**src/rtl/uart_pkg.sv**
```systemverilog
// Shared UART definitions: parity modes, receiver FSM encoding and the
// oversampling baud divider calculation.
package uart_pkg;

  localparam int PARITY_NONE = 0;
  localparam int PARITY_ODD  = 1;
  localparam int PARITY_EVEN = 2;

  typedef enum logic [2:0] {
    ST_IDLE   = 3'd0,
    ST_START  = 3'd1,
    ST_DATA   = 3'd2,
    ST_PARITY = 3'd3,
    ST_STOP   = 3'd4
  } rx_state_t;

  // Clocks per oversampling tick, floored, never below one.
  function automatic int calc_div(input int clk_freq, input int baud, input int oversample);
    int div;
    div = clk_freq / (baud * oversample);
    return (div < 1) ? 1 : div;
  endfunction

endpackage

```
**src/rtl/uart_baud_tick.sv**
```systemverilog
// Oversampling tick generator: one-clk tick every DIV clocks while run is high.
// restart realigns the divider to the current clock; shared with the transmitter.
module uart_baud_tick #(
  parameter int DIV = 27
) (
  input  logic clk,
  input  logic rst_n,
  input  logic run,
  input  logic restart,
  output logic tick
);

  localparam int            CW   = (DIV > 1) ? $clog2(DIV) : 1;
  localparam logic [CW-1:0] LAST = CW'(DIV - 1);

  logic [CW-1:0] cnt;

  assign tick = run && !restart && (cnt == LAST);

  // NOTE: sequential state uses non-blocking assignments so every flop samples
  // the pre-edge value of every other flop, regardless of process order.
  always_ff @(posedge clk or negedge rst_n) begin
    if (!rst_n) begin
      cnt <= '0;
    end else if (!run || restart || cnt == LAST) begin
      cnt <= '0;
    end else begin
      cnt <= cnt + CW'(1);
    end
  end

endmodule

```
**src/rtl/uart_rx_param.sv**
```systemverilog
// Parametrised UART receiver: 2-flop synchroniser, 3-sample majority vote,
// configurable frame format and error flags. Define UART_RX_BREAK_DET_EN for break_det.
module uart_rx_param
  import uart_pkg::*;
#(
  parameter int CLK_FREQ   = 50_000_000,
  parameter int BAUD       = 115_200,
  parameter int OVERSAMPLE = 16,
  parameter int DATA_BITS  = 8,
  parameter int PARITY     = 0,
  parameter int STOP_BITS  = 1
) (
  input  logic                 clk,
  input  logic                 rst_n,
  input  logic                 rxd,
  output logic [DATA_BITS-1:0] rx_data,
  output logic                 rx_valid,
  output logic                 rx_busy,
  output logic                 frame_err,
  output logic                 parity_err
`ifdef UART_RX_BREAK_DET_EN
  ,
  output logic                 break_det
`endif
);

  localparam int            DIV       = calc_div(CLK_FREQ, BAUD, OVERSAMPLE);
  localparam int            PW        = $clog2(OVERSAMPLE);
  localparam logic [PW-1:0] PH_LAST   = PW'(OVERSAMPLE - 1);
  localparam logic [PW-1:0] PH_S0     = PW'(OVERSAMPLE / 2 - 1);
  localparam logic [PW-1:0] PH_S1     = PW'(OVERSAMPLE / 2);
  localparam logic [PW-1:0] PH_MID    = PW'(OVERSAMPLE / 2 + 1);
  localparam logic [3:0]    LAST_DATA = 4'(DATA_BITS - 1);
  localparam logic [3:0]    LAST_STOP = 4'(STOP_BITS - 1);

  logic                 sync1, sync2, hist;
  logic                 rx_s, fall;
  rx_state_t            state, state_next;
  logic                 run, restart, tick, mid;
  logic [PW-1:0]        phase;
  logic                 v0, v1, maj;
  logic [3:0]           cnt;
  logic [DATA_BITS-1:0] shreg;
  logic                 par_exp, par_err_q, frm_err_q, frm_err_next;
  logic                 shift_en, par_chk, stop_chk, finish;

  // Reset high so leaving reset on an idle line never looks like a start edge.
  always_ff @(posedge clk or negedge rst_n) begin
    if (!rst_n) begin
      sync1 <= 1'b1;
      sync2 <= 1'b1;
      hist  <= 1'b1;
    end else begin
      sync1 <= rxd;
      sync2 <= sync1;
      hist  <= sync2;
    end
  end

  assign rx_s = sync2;
  assign fall = hist & ~sync2;

  uart_baud_tick #(.DIV(DIV)) u_tick (
    .clk     (clk),
    .rst_n   (rst_n),
    .run     (run),
    .restart (restart),
    .tick    (tick)
  );

  always_ff @(posedge clk or negedge rst_n) begin
    if (!rst_n) begin
      phase <= '0;
    end else if (!run || restart) begin
      phase <= '0;
    end else if (tick) begin
      phase <= (phase == PH_LAST) ? '0 : phase + PW'(1);
    end
  end

  assign mid          = tick && (phase == PH_MID);
  assign maj          = (v0 & v1) | (v0 & rx_s) | (v1 & rx_s);
  assign par_exp      = (PARITY == PARITY_ODD) ? ~^shreg : ^shreg;
  assign frm_err_next = frm_err_q | ~maj;

  always_ff @(posedge clk or negedge rst_n) begin
    if (!rst_n) begin
      state <= ST_IDLE;
    end else begin
      state <= state_next;
    end
  end

  always_comb begin
    state_next = state;
    unique case (state)
      ST_IDLE:   if (fall) state_next = ST_START;
      ST_START:  if (mid) state_next = maj ? ST_IDLE : ST_DATA;
      ST_DATA:   if (mid && cnt == LAST_DATA)
                   state_next = (PARITY != PARITY_NONE) ? ST_PARITY : ST_STOP;
      ST_PARITY: if (mid) state_next = ST_STOP;
      ST_STOP:   if (mid && cnt == LAST_STOP) state_next = ST_IDLE;
      default:   state_next = ST_IDLE;
    endcase
  end

  // NOTE: every output of this block is given a default before the case so
  // that no state leaves a signal unassigned and infers a latch.
  always_comb begin
    run      = 1'b1;
    restart  = 1'b0;
    rx_busy  = 1'b1;
    shift_en = 1'b0;
    par_chk  = 1'b0;
    stop_chk = 1'b0;
    finish   = 1'b0;
    unique case (state)
      ST_IDLE: begin
        run     = 1'b0;
        rx_busy = 1'b0;
        restart = fall;
      end
      ST_DATA:   shift_en = mid;
      ST_PARITY: par_chk  = mid;
      ST_STOP: begin
        stop_chk = mid;
        finish   = mid && (cnt == LAST_STOP);
      end
      default: ;
    endcase
  end

  // Bit counter restarts on every state change, so it serves both DATA and STOP.
  always_ff @(posedge clk or negedge rst_n) begin
    if (!rst_n) begin
      v0        <= 1'b0;
      v1        <= 1'b0;
      cnt       <= '0;
      shreg     <= '0;
      par_err_q <= 1'b0;
      frm_err_q <= 1'b0;
    end else begin
      if (tick && phase == PH_S0) v0 <= rx_s;
      if (tick && phase == PH_S1) v1 <= rx_s;
      if (state_next != state) begin
        cnt <= '0;
      end else if (mid) begin
        cnt <= cnt + 4'd1;
      end
      if (shift_en) shreg <= {maj, shreg[DATA_BITS-1:1]};
      if (state == ST_START) begin
        par_err_q <= 1'b0;
        frm_err_q <= 1'b0;
      end else begin
        if (par_chk && (maj != par_exp)) par_err_q <= 1'b1;
        if (stop_chk && !maj)            frm_err_q <= 1'b1;
      end
    end
  end

  always_ff @(posedge clk or negedge rst_n) begin
    if (!rst_n) begin
      rx_data    <= '0;
      rx_valid   <= 1'b0;
      frame_err  <= 1'b0;
      parity_err <= 1'b0;
    end else begin
      rx_valid <= finish;
      if (finish) begin
        rx_data    <= shreg;
        frame_err  <= frm_err_next;
        parity_err <= par_err_q;
      end
    end
  end

`ifdef UART_RX_BREAK_DET_EN
  // An all-zero word with a missing stop bit is a break; hold until the line idles.
  always_ff @(posedge clk or negedge rst_n) begin
    if (!rst_n) begin
      break_det <= 1'b0;
    end else if (finish && shreg == '0 && frm_err_next) begin
      break_det <= 1'b1;
    end else if (rx_s) begin
      break_det <= 1'b0;
    end
  end
`endif

endmodule

```
**config.mk**
```make
export PLATFORM = sky130hd
export DESIGN_NAME = uart_rx_param
export DESIGN_NICKNAME = d
export VERILOG_FILES = /design/src/rtl/uart_pkg.sv /design/src/rtl/uart_baud_tick.sv /design/src/rtl/uart_rx_param.sv
export SDC_FILE = /design/constraint.sdc
export NUM_CORES = 1
export LEC_CHECK = 0
export ABC_AREA = 1
export CELL_PAD_IN_SITES_DETAIL_PLACEMENT = 2
export CELL_PAD_IN_SITES_GLOBAL_PLACEMENT = 2
export CORE_AREA = 5 5 90 92
export DETAILED_ROUTE_END_ITERATION = 10
export DIE_AREA = 0 0 95 97
export MAX_ROUTING_LAYER = met4
export PLACE_DENSITY_LB_ADDON = 0.1
export SLEW_MARGIN = 10
export SYNTH_ARGS = -nofsm -noshare
export SYNTH_HDL_FRONTEND = slang
export SYNTH_SLANG_ARGS = --single-unit
```
**constraint.sdc**
```tcl
create_clock -name clk -period 1.9 [get_ports clk]
set_clock_uncertainty 0.1 [all_clocks]
set_input_delay 0.475 -clock clk [delete_from_list [all_inputs] [get_ports clk]]
set_output_delay 0.475 -clock clk [all_outputs]
set_load 0.01 [all_outputs]
```
Word level (Yosys, flattened, before mapping) --
Index checks and enable logic that the tools add are counted.
Storage, ports and cells: logic and storage cells 83, input bits 3, output and inout port bits 12, register bits after elaboration 42
Cells by class: $add $sub $neg 3, equality and inequality tests 12, bitwise logic cells 9, multiplexer cells 23, reductions and logical operators 20
Operators by type and width (count):
- $mux 4 | 5
- $mux 3 | 5
- $pmux 3 s5 | 1
- $eq 4x4->1 const B | 3
- $mux 1 | 10
- $logic_and 1x1->1 | 9
- $add 4x1->4 const B | 2
- $eq 4x3->1 const B | 2
- $reduce_bool 2->1 | 4
- $reduce_xor 8->1 | 1
- $eq 3x2->1 const B | 2
- $add 5x1->5 const B | 1
- $eq 5x5->1 const B | 1
- $mux 5 | 1
- $and 1x1->1 | 4
- $logic_not 4->1 | 1
- $eq 3x1->1 const B | 1
- $eq 3x3->1 const B | 1
- $logic_not 3->1 | 1
- $ne 3x3->1 | 1
- $or 1x1->1 | 3
- $logic_not 1->1 | 2
- $logic_or 1x1->1 | 2
- $mux 2 | 1
- 2 further kinds | 3

Logic depth before layout (Yosys ltp) --
depth after elaboration 12, gate-level depth with buffers 12, mapped depth without buffers 12

Modules after synthesis --
Synthesis repeated with hierarchy kept, for this count alone.
Unflattened totals: cells, all modules 259, area total of the unflattened synthesis 2143.3 µm²
By module, submodules not included:
- uart_rx_param | cells each 227, sequential area each 929.6 µm², area an instance 1878.1 µm², instances 1
- uart_baud_tick | cells each 32, sequential area each 125.1 µm², area an instance 265.3 µm², instances 1

Least setup slack after synthesis --
No wires, ideal clock.
path kind flip-flop to flip-flop, start point reg u_tick.cnt[0], end point reg frame_err, required time 1679 ps, cell stages (with the launch flop) 13, clock period less this slack 1706 ps, data arrival time 1485 ps, buffers on the path 1, setup time 121 ps, path slack 194 ps, cells stage by stage dfrtp_1 > inv_1 > ha_1 > nand2_1 > nor2_4 > nand2_4 > nor2_8 > nand2_4 > nor2_4 > inv_4 > buf_6 > nand2_1 > nand2_1
On the way: cells in the longest elaborated chain, start to end 5
RTL lines:
- from (decl) | RTL line uart_baud_tick.sv:16 | logic [CW-1:0] cnt;
- from (signal assigned) | RTL line uart_baud_tick.sv:28 | cnt <= cnt + CW'(1);
- $eq 5x5->1 | RTL line uart_baud_tick.sv:18 | assign tick = run && !restart && (cnt == LAST);
- $logic_and 1x1->1 | RTL line uart_baud_tick.sv:18
- $logic_and 1x1->1 | RTL line uart_rx_param.sv:81 | assign mid = tick && (phase == PH_MID);
- $logic_and 1x1->1 | RTL line uart_rx_param.sv:127 | finish = mid && (cnt == LAST_STOP);
- $mux 1 | RTL line uart_rx_param.sv:117 | unique case (state)
- net finish | RTL line uart_rx_param.sv:45 | logic shift_en, par_chk, stop_chk, finish;
- to (signal assigned) | RTL line uart_rx_param.sv:171 | frame_err <= frm_err_next;
- to (decl) | RTL line uart_rx_param.sv:19 | output logic frame_err,
The timed path passes the listed nets, and every way through them passes these cells. A chain may end at the register's enable or synchronous reset.

Final worst setup path --
start point reg state[0], end point out rx_busy
On the way: cells in the longest elaborated chain, start to end 2
RTL lines:
- from (decl) | RTL line uart_rx_param.sv:38 | rx_state_t state, state_next;
- from (signal assigned) | RTL line uart_rx_param.sv:90 | state <= state_next;
- $logic_not 3->1 | RTL line uart_rx_param.sv:117
- $mux 1 | RTL line uart_rx_param.sv:117
- to (decl) | RTL line uart_rx_param.sv:18 | output logic rx_busy,
No other way between the ends.

==> flow_summary.rst <==
.. list-table::
   :header-rows: 1

   * - Metric
     - Value
   * - Result of the run
     - completed
   * - Worst slew margin relative to its limit
     - 51.15%
   * - Worst hold path type
     - in -> async
   * - Category of cells accounting for the largest share of critical-path delay
     - flip-flops
   * - Number of enable-type register cells in the synthesized netlist
     - 0
   * - Die Width
     - 95 µm
   * - Synth Area per Inst
     - 8.950 µm²
   * - Yosys warns
     - 0
   * - Clk Latency, worst-skew pair
     - 0.30 ns
   * - Number of standard-cell rows in the floorplan
     - 31
   * - Met3 wire len
     - 138 µm
   * - Critical path startpoint category
     - register
   * - Count of state elements after synthesis
     - 42
   * - Ratio of final minimum period to clock period
     - 96.42%
   * - Fraction of power spent switching nets
     - 26.86%
   * - Static leakage
     - 1.243 nW
   * - Proportion of power drawn by flip-flops and latches
     - 51.0%
   * - Final routed wire length divided by cell count
     - 13.64 µm
   * - Number of buffers added by the clock tree synthesis step
     - 5
   * - Overall routed net length
     - 5.032 mm
   * - Peak supply drop
     - 0.4543 mV
   * - Maxcap violations
     - 0
   * - Synthesized instance count
     - 235
   * - Library cell occupying the most area in the post-synthesis netlist
     - dfrtp_1
   * - Clk pin slew, worst setup/hold paths
     - 0.09 ns
   * - Dominant register cell in the synthesized netlist
     - dfrtp_1
   * - Core footprint
     - 7137 µm²
   * - Highest Clock Rate
     - 545.8 MHz
   * - Count of final setup violators
     - 0
   * - Total area of sequential cells
     - 1056 µm²
   * - Layout overhead on the synthesized area
     - 25.64%
   * - Critical path data required time
     - 1.32 ns
   * - Crit path buf inv count
     - 1
   * - Actual slew at the worst max-slew pin
     - 0.7250 ns
   * - Post-DR vias/cell
     - 4.439
   * - Violation count after the first detailed-routing iteration
     - 13
   * - Setup repair after global routing missed its margin
     - true
   * - Sink count of the clock tree
     - 42
   * - Fin nets
     - 279
   * - Number of antenna cells inserted
     - 0
   * - Top cell types by occurrence after synthesis
     - 58 x nand2_1, 39 x dfrtp_1, 31 x inv_1, 18 x o21ai_0, 16 x nor2_1
   * - TritonCTS clock tree
     - built
   * - Largest driver fanout on the critical path
     - 6
   * - First-pass GRT wire length
     - 8.804 mm
   * - Reported net switching power
     - 0.0005321 W
   * - Total iterations of the first detailed-routing run
     - 4
   * - Clock share of power
     - 36.5%
   * - Most frequently used cell type in the post-synthesis netlist
     - nand2_1
   * - Starting density of the core
     - 29.47%
   * - Detailed-route wire length on metal 1
     - 2.267 mm
   * - CTS max path bufs
     - 2
   * - Number of max-slew violations in the final report
     - 0
   * - Post-synthesis instance area
     - 2103 µm²
   * - Remaining global-route overflow
     - 0
   * - Critical path type
     - reg -> out
   * - Detailed-route via count
     - 1638
   * - Buffer type at the clock tree root
     - clkbuf_8
   * - Number of H-tree branching levels
     - 2
   * - Fillers
     - 818
   * - Register area share after synthesis
     - 50.15%
   * - Number of nets with antenna violations after routing
     - 0
   * - Count of distinct cell types in the synthesized netlist
     - 32
   * - Uppermost signal routing layer after detailed routing
     - met4
   * - Via count of the first global-routing pass
     - 1774
   * - Die Ht
     - 97 µm
   * - Cell-by-cell listing of the critical path
     - nor2_2 -> nand2_4 -> dlygate4sd2_1
   * - Cell internal pwr
     - 0.001449 W
   * - Syn nets
     - 245
   * - Initial antenna violation count
     - 0
   * - Number of top-level pins
     - 15
   * - Total length of routed met2 wires
     - 2.574 mm
   * - Final RePlAce weighted congestion
     - 0.7068
   * - Delay of the slowest cell on the worst path
     - 0.46 ns
   * - Synth area leaders
     - dfrtp_1 46%, nand2_1 10%, inv_1 5.5%
   * - Share of the synthesized area in the top cell type
     - 46.40%
   * - Fraction of final layout cells with drive strength greater than 1
     - 20.74%
   * - Number of hold-slack violations in the final timing report
     - 0
   * - Count of buffers inserted at the top-level ports
     - 14
   * - Die area
     - 9215 µm²
   * - CP arrival
     - 1.26 ns
   * - CP endpoint kind
     - output port
   * - Footprint of the multi-input gates
     - 940.9 µm²
   * - Tightest hold margin
     - 0.03666 ns
   * - Setup TNS Final
     - 0 ns
   * - # hold bufs at CTS
     - 0
   * - Post-synth ARST share
     - 100.0%
   * - Pwr Density
     - 749.7 nW/µm²
   * - Aggregate global-route resource usage
     - 12.40%
   * - Crit path time final
     - 1.832 ns
   * - Largest net degree at the start of global routing
     - 43
   * - Part of the power in combinational logic
     - 12.5%
   * - Number of DRC violations after detailed routing
     - 0
   * - Half-perimeter wire length after placement
     - 3.666 mm
   * - Library cell contributing the largest single delay on the critical path
     - dfrtp_2
[logic make-up after synthesis]
family / after synthesis / share of synthesized area, %
buffers and inverters: 36 / 6.901
xor gates and xnor gates: 12 / 4.997
and+or+nand+nor: 104 / 23.68
DFF: 42 / 50.15
AOI/OAI and AO/OA: 34 / 10.11
adders and majority gates: 7 / 4.164
[what timing repair did]
action | 4_1_cts | 5_1_grt
resized for setup | 2 | 14
setup endpoints to repair | 9 | 18
pin swaps | 2 | 8
gates cloned | 0 | 1
setup buffers | 5 | 3
[sequential cells by signal, indices dropped and copies added (netlist names), 3 cells and up]
name        flops
rx_data         8
cnt             4
u_tick.cnt      5
state           3
shreg           8
phase           4
[stage by stage]
step	setup WS (ns)	area [µm²]	std cells	total power [W]	utilization, %
after floorplan	0.1939	2103	235	0.001169	-
after global placement	0.05236	2405	352	0.001262	33.70
after detailed placement	-0.001938	2405	352	0.001267	33.70
after CTS	0.006933	2556	365	0.002013	35.82
after global routing	-0.06273	2643	369	0.002116	37.03
final	0.06794	2643	369	0.001981	37.03
[metal layers]
layer	global-route usage, %	vias up
li1	-	809
met1	15.15	810
met2	20.61	15
met3	2.793	4
met4	2.997	0
met5	-	-
[placed cells by master (no fill, tap or decap), types with 2 or more instances in the layout]
| master | n |
|---|---|
| o21ai_1 | 2 |
| o21ai_2 | 8 |
| ha_1 | 6 |
| clkinvlp_4 | 2 |
| nor3_1 | 2 |
| dfrtp_1 | 38 |
| buf_12 | 2 |
| nand3_1 | 10 |
| nor2_4 | 2 |
| xnor2_1 | 4 |
| inv_2 | 2 |
| nand2_2 | 4 |
| buf_4 | 12 |
| a21oi_1 | 2 |
| nor2_1 | 15 |
| o21ai_0 | 17 |
| clkbuf_8 | 5 |
| clkdlybuf4s50_1 | 12 |
| nand3_4 | 2 |
| nand2_1 | 55 |
| nand2_4 | 4 |
| nand4_1 | 4 |
| dfstp_2 | 3 |
| inv_1 | 31 |
| nor2_2 | 2 |
| xor2_1 | 8 |
[power groups by stage]
stage          logic (W)  registers (W)  clock network (W)
2_1_floorplan   0.000153        0.00102                  0
3_3_place_gp    0.000238        0.00102                  0
3_5_place_dp    0.000241        0.00103                  0
4_1_cts         0.000239        0.00101           0.000764
5_1_grt         0.000291        0.00102           0.000803
6_report        0.000248        0.00101           0.000723
[worst paths after layout]
path                               start          to  slack (ns)  depth (start not counted)
min in group clk                   sync1        rx_s        0.26                          0
hold / removal                     rst_n  rx_data[2]        0.04                          2
max in group asynchronous          rst_n       sync1        1.38                          2
setup / recovery                state[0]     rx_busy        0.07                          3
setup reg to reg           u_tick.cnt[0]  rx_data[0]        0.09                         12
hold reg to reg                    sync1        rx_s        0.26                          0
[cell type report]
cell class	instances	area share, %
Multi-Input combinational cell	157	35.61
Timing Repair Buffer	28	9.991
Timing Repair inverter	1	0.3314
Clock inverter	3	1.705
Sequential cell	42	39.96
Clock buffer	5	2.604
Inverter	34	5.114
Tap cell	99	4.688
Note: power is estimated with default switching activity, not from simulation.
